### src/rtl/clk_en_nco.sv
// rtl/clk_en_nco.sv - multi-channel fractional clock-enable NCO (optional phase port: CLK_EN_NCO_PHASE_OUT_EN)
module clk_en_nco #(
  parameter int               IN_FREQ  = 50_000_000,
  parameter int               NUM_CH   = 4,
  parameter int               ACC_W    = 24,
  parameter logic [ACC_W-1:0] INIT_INC = '0
) (
  input  logic                                          clk,
  input  logic                                          rst,
  input  logic                                          run,
  input  logic                                          sync,
  input  logic                                          wr_en,
  input  logic [((NUM_CH > 1) ? $clog2(NUM_CH) : 1)-1:0] wr_ch,
  input  logic [ACC_W-1:0]                              wr_inc,
`ifdef CLK_EN_NCO_PHASE_OUT_EN
  output logic [NUM_CH*8-1:0]                           phase,
`endif
  output logic [NUM_CH-1:0]                             clk_en
);

  localparam int CH_W = (NUM_CH > 1) ? $clog2(NUM_CH) : 1;

  // Elaboration-time guard on the supported parameter ranges.
  if (NUM_CH < 1 || NUM_CH > 16 || ACC_W < 8 || ACC_W > 32 || IN_FREQ < 1) begin : g_param_check
    $error("clk_en_nco: parameter out of supported range");
  end

  logic [ACC_W-1:0] acc [NUM_CH];
  logic [ACC_W-1:0] inc [NUM_CH];
  logic [ACC_W:0]   sum [NUM_CH];

  // One extra bit on the adder exposes the wrap as the carry that becomes the pulse.
  always_comb begin
    for (int ch = 0; ch < NUM_CH; ch++) begin
      sum[ch] = {1'b0, acc[ch]} + {1'b0, inc[ch]};
    end
  end

  // Accumulators and pulse outputs; sync clears everything and outranks run.
  always_ff @(posedge clk or negedge rst) begin
    if (!rst) begin
      for (int ch = 0; ch < NUM_CH; ch++) begin
        acc[ch] <= '0;
      end
      clk_en <= '0;
    end else if (sync) begin
      for (int ch = 0; ch < NUM_CH; ch++) begin
        acc[ch] <= '0;
      end
      clk_en <= '0;
    end else if (run) begin
      for (int ch = 0; ch < NUM_CH; ch++) begin
        acc[ch]    <= sum[ch][ACC_W-1:0];
        clk_en[ch] <= sum[ch][ACC_W];
      end
    end else begin
      clk_en <= '0;
    end
  end

  // Increment registers; a write lands after the accumulator has used the old value,
  // and an index beyond the last channel matches nothing.
  always_ff @(posedge clk or negedge rst) begin
    if (!rst) begin
      for (int ch = 0; ch < NUM_CH; ch++) begin
        inc[ch] <= INIT_INC;
      end
    end else if (wr_en) begin
      for (int ch = 0; ch < NUM_CH; ch++) begin
        if (wr_ch == CH_W'(ch)) begin
          inc[ch] <= wr_inc;
        end
      end
    end
  end

`ifdef CLK_EN_NCO_PHASE_OUT_EN
  // Coarse phase is the top byte of each accumulator, so it resets and syncs with it.
  for (genvar g = 0; g < NUM_CH; g++) begin : g_phase
    assign phase[8*g +: 8] = acc[g][ACC_W-1 -: 8];
  end
`endif

endmodule
### config.mk
export PLATFORM = sky130hd
export DESIGN_NAME = clk_en_nco
export DESIGN_NICKNAME = d
export VERILOG_FILES = /design/src/rtl/clk_en_nco.sv
export SDC_FILE = /design/constraint.sdc
export NUM_CORES = 1
export LEC_CHECK = 0
export BUFFER_PORTS_ARGS = -buffer_cell sky130_fd_sc_hd__buf_4
export CAP_MARGIN = 30
export CORE_MARGIN = 4
export CORE_UTILIZATION = 40
export CTS_CLUSTER_SIZE = 25
export DETAILED_ROUTE_END_ITERATION = 16
export GPL_TIMING_DRIVEN = 0
export PLACE_DENSITY = 0.6
export SLEW_MARGIN = 10
export SYNTH_ARGS = -nofsm -noshare
export SYNTH_HDL_FRONTEND = slang
export SYNTH_SLANG_ARGS = --single-unit
### constraint.sdc
create_clock -name clk -period 3.3 [get_ports clk]
set_input_delay 0.33 -clock clk [delete_from_list [all_inputs] [get_ports clk]]
set_output_delay 0.33 -clock clk [all_outputs]
set_load 0.01 [all_outputs]
==> Flow_metrics.wiki, run 1 <==
{| class="wikitable"
! Metric !! Value
|-
| Most frequently used flop master after synthesis || dfrtp_1
|-
| Most common cell after layout, fill and taps aside || dfrtp_1
|-
| Worst Setup End Kind || register
|-
| Clock tree from TritonCTS || yes
|-
| Flop and latch count out of synthesis || 196
|-
| XOR/XNOR share of the synthesized area || 5.523%
|-
| Origin of the critical flop-to-flop path || acc[0]
|-
| DP Cell Count || 1584
|-
| Max rail drop VDD || 0.3792 mV
|-
| Register-to-register setup slack || 0.50 ns
|-
| Portion of the post-synthesis area used by sequential elements || 41.24%
|-
| Root Buffer Master || clkbuf_16
|-
| Worst Setup Start Kind || register
|-
| Transition at the pin with the smallest max-transition slack || 0.9148 ns
|-
| Worst Hold Launch || wr_inc[0]
|-
| Net Switching || 0.003809 W
|-
| Layout Area Growth over Synthesis || 11.92%
|-
| Minimum clock period || 2.798 ns
|-
| Worst-path fanout max || 4
|-
| Number of cells on the worst reg-to-reg path || 11
|-
| Global-route wire length before repair || 49280 µm
|-
| Height of the die || 180.4 µm
|-
| Post-Route Skew || 0.01827 ns
|-
| Via/cell ratio || 5.527
|-
| Worst min path class || primary input to register
|-
| Destination of the worst hold path || inc[0]
|-
| Setup repair after global routing missed its margin || false
|-
| Synthesized area || 0.01189 mm²
|-
| Switching share of power || 38.44%
|-
| Die Footprint || 0.03256 mm²
|-
| Synthesized-area fraction occupied by ao, oa, aoi and oai cells || 17.35%
|-
| Outcome || completed
|-
| CTS H-Tree Depth || 4
|-
| Post-layout util || 45.88%
|-
| Total Negative Setup Slacks || 0 ns
|-
| Maximum root-to-sink buffer count || 2
|-
| Post-synth top area share || 41.24%
|-
| Total number of vias || 8937
|-
| Clk pin slew, worst setup/hold paths || 0.08 ns
|-
| Fraction of final layout cells with drive strength greater than 1 || 14.52%
|-
| Number of inserted diodes || 0
|-
| Source-to-sink clock delay at the later pin of the worst-skew pair || 0.45 ns
|-
| Detailed-routing iteration count for the pre-antenna-repair pass || 4
|-
| Overall routed net length || 29690 µm
|-
| Area fraction in and, or, nand and nor cells after synthesis || 10.70%
|-
| Post-Synth Adder-Cell Area || 10.77%
|-
| Number of warnings printed during yosys synthesis || 0
|-
| Endpoints failing hold || 0
|-
| Global-route total usage across every layer || 18.73%
|-
| Part of the power in combinational logic || 44.5%
|-
| Static Leak || 6.093 nW
|-
| Number of enable flip-flop cells after synthesis || 0
|-
| Drt wl/cell || 18.36 µm
|-
| Number of ports placed on the die boundary || 35
|-
| P per Cell Area || 744.5 mW/mm²
|-
| Net count, final || 1351
|-
| Critical Setup Path Class || register to register
|-
| Vias in the first global route || 9317
|-
| Sinks on Clock Net || 196
|-
| Number of nets produced by synthesis || 1296
|-
| Mux share of post-synthesis cell area || 12.12%
|-
| Ranking of synthesized cells by area || dfrtp_1, ha_1, mux2_2, a21oi_1, xnor2_1
|-
| Number of max-cap violations || 0
|-
| Count of port buffers added during placement || 32
|-
| Highest-count cells in the layout ignoring fill and taps || dfrtp_1, mux2_2, ha_1, nand2_1, a21oi_1
|-
| HPWL after detailed placement || 21880 µm
|-
| Number of stages on the worst hold path || 2
|-
| Clock network fraction of design power || 22.3%
|-
| Top cell type by total area after synthesis || dfrtp_1
|-
| Count of cell types in the netlist || 70
|-
| Number of buffers added for setup after CTS || 0
|-
| Internal power || 0.006100 W
|-
| Avg Cell Area, Syn || 10.21 µm²
|-
| Remaining antenna violation count || 0
|-
| Sequential Power Share || 33.2%
|-
| PnR Total Power || 0.009909 W
|-
| Highest clock frequency the design can meet || 357.4 MHz
|-
| Arrival time worst endpoint || 3.12 ns
|-
| Largest net degree at the start of global routing || 91
|-
| Cts bufs inserted || 17
|-
| Non-filler cells, final || 1617
|-
| Drc violations || 0
|-
| Count of final setup violators || 0
|-
| Syn Inst Count || 1165
|-
| DIE WIDTH || 180.4 µm
|-
| Total congestion overflow after global routing || 0
|-
| Final Cycle Share || 84.80%
|-
| Effective utilization at floorplan || 40.99%
|-
| Starting DRT DRC Count || 494
|-
| GP Congestion || 0.8797
|-
| Largest family of logic cells by synthesized area || compound AO/OA/AOI/OAI gates
|-
| Asr flop ratio synth || 100.0%
|-
| Floorplan core area || 0.02901 mm²
|-
| Hold slack final || 0.1514 ns
|-
| Antenna violations before repair || 1
|-
| Slew Viols, Final || 0
|-
| Endpoint of the most critical register-to-register path || clk_en[3]
|-
| CP required || 3.62 ns
|-
| Number of rows created at floorplan || 62
|-
| Max transition margin || 39.02%
|}
## synthesized netlist by cell type, types with 3 or more instances
| library cell | n |
|---|---|
| and3_1 | 5 |
| o31ai_1 | 4 |
| a21boi_1 | 3 |
| o21ai_0 | 73 |
| ha_1 | 96 |
| nand4_1 | 12 |
| o21a_1 | 5 |
| a21oi_1 | 87 |
| nor3b_1 | 3 |
| nor3_1 | 9 |
| a22o_1 | 3 |
| nand2_1 | 95 |
| nor2_1 | 78 |
| fa_1 | 4 |
| o21bai_1 | 16 |
| nor4_1 | 4 |
| nor2b_1 | 12 |
| a31oi_1 | 8 |
| mux2i_1 | 36 |
| and2_1 | 6 |
| a21o_1 | 33 |
| a221o_1 | 4 |
| nand3b_1 | 3 |
| xor2_1 | 28 |
| o221ai_1 | 3 |
| a211o_1 | 6 |
| xnor2_1 | 47 |
| and4_1 | 3 |
| nand3_1 | 19 |
| o21ai_1 | 10 |
| or3_1 | 3 |
| nand2b_1 | 11 |
| clkbuf_1 | 40 |
| mux2_2 | 96 |
| dfrtp_1 | 196 |
| o211ai_1 | 9 |
| a211oi_1 | 21 |
| inv_1 | 29 |
## metrics by stage
stage                     instance area [µm²]  setup WS, ns
after floorplan                         11890        0.8372
after global placement                  12610        0.3876
after detailed placement                12690        0.5107
after CTS                               13310        0.4775
after global routing                    13310        0.2773
final                                   13310        0.5016
## power by group through the flow
stage	combinational [W]	sequential [W]	clock (W)
3_5_place_dp	0.00437	0.00334	0
2_1_floorplan	0.00352	0.00324	0
5_1_grt	0.00501	0.00336	0.00236
3_3_place_gp	0.00430	0.00332	0
6_report	0.00441	0.00329	0.00221
4_1_cts	0.00440	0.00329	0.00227
## worst max-delay path, stage by stage (launching register included)
cell	delay, ns
dfrtp_1	0.39
ha_1	0.24
inv_1	0.08
fa_1	0.20
nand2b_1	0.14
a21o_1	0.14
nand3_1	0.10
a211o_1	0.36
o31a_1	0.32
a221o_1	0.37
a211oi_1	0.24
nor2_1	0.10
## layer usage
metal	vias to the layer above	track usage, %	part of all wire, %
li1	4375	-	-
met1	4392	25.16	47
met2	135	31.90	48
met3	35	2.422	2.7
met4	0	5.354	1.8
met5	-	0	0
## worst max path at each step
stage / startpoint / to / slack [ns] / cells after the start
global placement: wr_ch[1] / inc[87] / 0.39 / 4
detailed placement: acc[0] / clk_en[3] / 0.51 / 11
finish: acc[0] / clk_en[3] / 0.50 / 11
CTS: acc[0] / clk_en[3] / 0.48 / 11
floorplan: acc[0] / clk_en[3] / 0.84 / 11
global route: acc[72] / clk_en[0] / 0.28 / 11
## cell families (layout without fill, tap and decap cells)
kind of cell	after synthesis	after routing
fa+ha+maj	100	100
buf+inv	72	140
compound gates	318	318
xor+xnor	75	75
simple gates	272	272
flops	196	196
mux	132	132
## flip-flops by register name (all words and copies together) (netlist names)
register and cells:
clk_en 4, acc 96, inc 96
## what timing repair did
action	CTS	global route
resized for setup	0	0
hold endpoints to repair	25	0
hold buffers	1	0
## cell type report
type,instances,area [µm²]
buffer,43,163.9
clock buffer,20,456.7
clock inverter,12,155.1
fill,2770,15700
inverter,29,108.9
multi-input combinational,897,6720
sequential,196,4905
tap,384,480.5
timing repair buffer,36,320.3
Note: power is estimated with default switching activity, not from simulation.
==> run 2: changes to the inputs <==
Settings changed: ABC_AREA set to 1.
Clock period 3.3 ns to 2.65 ns, I/O delays scaled along.
==> Flow_metrics.wiki, run 2 <==
{| class="wikitable"
! Metric !! Value
|-
| Vias in the first global route || 12700
|-
| Post-Route Skew || 0.01187 ns
|-
| Number of buffers inserted by hold repair at cts || 1
|-
| Endpoints failing hold || 0
|-
| Fraction of final layout cells with drive strength greater than 1 || 7.451%
|-
| Number of warnings printed during yosys synthesis || 0
|-
| Cts bufs inserted || 17
|-
| Number of buffers added for setup after CTS || 0
|-
| Largest net degree at the start of global routing || 100
|-
| Critical Setup Path Class || register to register
|-
| DIE WIDTH || 196.2 µm
|-
| Floorplan core area || 0.03471 mm²
|-
| Syn Inst Count || 2160
|-
| Arrival time worst endpoint || 2.65 ns
|-
| Top cell type by total area after synthesis || dfrtp_1
|-
| Transition at the pin with the smallest max-transition slack || 1.021 ns
|-
| Net Switching || 0.004031 W
|-
| Remaining antenna violation count || 0
|-
| Antenna violations before repair || 3
|-
| Portion of the post-synthesis area used by sequential elements || 34.60%
|-
| Worst-path fanout max || 4
|-
| Source-to-sink clock delay at the later pin of the worst-skew pair || 0.46 ns
|-
| Asr flop ratio synth || 100.0%
|-
| GP Congestion || 0.9229
|-
| Sinks on Clock Net || 196
|-
| Global-route wire length before repair || 67750 µm
|-
| Most frequently used flop master after synthesis || dfrtp_1
|-
| Max transition margin || 31.92%
|-
| Sequential Power Share || 38.0%
|-
| Via/cell ratio || 4.970
|-
| Net count, final || 2346
|-
| Total congestion overflow after global routing || 0
|-
| Non-filler cells, final || 2683
|-
| Drc violations || 0
|-
| Layout Area Growth over Synthesis || 10.22%
|-
| Largest registers || acc: 96 flops, inc: 96 flops, clk_en: 4 flops
|-
| Number of inserted diodes || 0
|-
| Root Buffer Master || clkbuf_16
|-
| Number of nets produced by synthesis || 2291
|-
| Worst Setup Start Kind || register
|-
| Detailed-routing iteration count for the pre-antenna-repair pass || 5
|-
| Number of fill cells in the layout || 3686
|-
| Number of max-cap violations || 0
|-
| Minimum clock period || 2.252 ns
|-
| CP required || 3.05 ns
|-
| Internal power || 0.005935 W
|-
| Post-cts sizing count || 0
|-
| Count of cell types in the netlist || 37
|-
| Global-route total usage across every layer || 22.32%
|-
| Total number of vias || 13330
|-
| Final standard cell area without fillers || 0.01562 mm²
|-
| Highest-count cells in the layout ignoring fill and taps || nand2_1, inv_1, dfrtp_1, nor2_1, o21ai_0
|-
| Effective utilization at floorplan || 40.83%
|-
| Most common cell after layout, fill and taps aside || nand2_1
|-
| Outcome || completed
|-
| Worst Setup End Kind || register
|-
| Flop and latch count out of synthesis || 196
|-
| Clock network fraction of design power || 26.4%
|-
| HPWL after detailed placement || 33690 µm
|-
| CTS H-Tree Depth || 4
|-
| Final Cycle Share || 84.99%
|-
| Number of rows created at floorplan || 68
|-
| Most used standard cells in the synthesized netlist || nand2_1, inv_1, dfrtp_1, nor2_1, o21ai_0
|-
| Static Leak || 8.934 nW
|-
| Most numerous cell in the Yosys netlist || nand2_1
|-
| Number of enable flip-flop cells after synthesis || 0
|-
| Slew Viols, Final || 0
|-
| Avg Cell Area, Syn || 6.562 µm²
|-
| Post-Place Cell Area || 0.01503 mm²
|-
| Count of final setup violators || 0
|-
| P per Cell Area || 637.9 mW/mm²
|-
| Height of the die || 196.2 µm
|-
| Ranking of synthesized cells by area || dfrtp_1, nand2_1, inv_1, ha_1, o21ai_0
|-
| Starting DRT DRC Count || 847
|-
| Count of port buffers added during placement || 34
|-
| DP Cell Count || 2650
|-
| Overall routed net length || 42780 µm
|-
| Worst min path class || primary input to register
|-
| Number of ports placed on the die boundary || 35
|-
| Clock tree from TritonCTS || yes
|-
| Switching share of power || 40.44%
|-
| Highest clock frequency the design can meet || 444.0 MHz
|-
| Post-synth top area share || 34.60%
|-
| Die Footprint || 0.03851 mm²
|-
| Clk pin slew, worst setup/hold paths || 0.08 ns
|-
| Max rail drop VDD || 0.5398 mV
|-
| Synthesized area || 0.01417 mm²
|-
| Part of the power in combinational logic || 35.5%
|-
| Maximum root-to-sink buffer count || 2
|-
| PnR Total Power || 0.009966 W
|-
| Drt wl/cell || 15.94 µm
|-
| Setup repair after global routing missed its margin || false
|}
==> run 2: kinds of logic after synthesis <==
kind of cell	synth area share, %
xor gates and xnor gates	0.4326
and+or+nand+nor	36.32
adders and majority gates	9.040
DFF	34.60
AOI/OAI and AO/OA	8.836
buffers and inverters	10.77
==> run 2: stage by stage <==
| step | hold WS, ns | utilization, % | setup TNS [ns] | worst slack, ns |
|---|---|---|---|---|
| 6_report | 0.06149 | 45.00 | 0 | 0.3978 |
| 3_5_place_dp | 0.3456 | 43.31 | 0 | 0.4800 |
| 5_1_grt | 0.05234 | 45.00 | 0 | 0.2486 |
| 3_3_place_gp | 0.4692 | 43.21 | -25.00 | -0.1471 |
| 2_1_floorplan | -0.03059 | - | 0 | 0.9128 |
| 4_1_cts | 0.04924 | 45.00 | 0 | 0.4288 |
==> run 2: final timing paths <==
kind | startpoint | end | slack (ns) | cells after the start
hold / removal | sync | acc[76] | 0.06 | 2
setup reg to reg | acc[24] | clk_en[2] | 0.40 | 14
hold reg to reg | acc[93] | acc[93] | 0.49 | 2
max in group asynchronous | rst | inc[70] | 1.28 | 3
setup / recovery | acc[24] | clk_en[2] | 0.40 | 14
min in group asynchronous | rst | acc[44] | 0.40 | 2
==> run 2: routing by layer <==
layer	track usage, %	routed length (µm)	vias to the layer above
li1	-	-	6817
met1	30.79	20300	6184
met2	36.05	19100	266
met3	3.675	2141	67
met4	7.008	1228	0
met5	0	0	-
==> run 2: cell type report <==
cell class | count | area (µm²) | area share (%)
multi-input cells | 1568 | 7742 | 49.56
clock inverters | 14 | 140.1 | 0.8970
plain buffers | 40 | 190.2 | 1.217
inverters | 356 | 1336 | 8.554
flip-flops and latches | 196 | 4905 | 31.40
repair buffers | 36 | 300.3 | 1.922
clock buffers | 18 | 439.2 | 2.811
well taps | 455 | 569.3 | 3.644
==> run 2: worst max-delay path, stage by stage (launching register included) <==
cell and delay (ns):
dfrtp_1 0.36, ha_1 0.22, inv_1 0.07, fa_1 0.38, inv_1 0.14, nand3_1 0.08, nand3_1 0.22, nand2_1 0.12
nand3_2 0.14, nand2_1 0.10, nand2_1 0.10, nand2_1 0.08, nand2_1 0.07, nand2_1 0.05, inv_1 0.05
==> run 2: power by group through the flow <==
stage          registers (W)  logic, W  clock network, W
2_1_floorplan        0.00372   0.00266                 0
3_3_place_gp         0.00384   0.00345                 0
3_5_place_dp         0.00384   0.00352                 0
4_1_cts              0.00379   0.00354           0.00267
5_1_grt              0.00384   0.00406           0.00282
6_report             0.00379   0.00354           0.00263
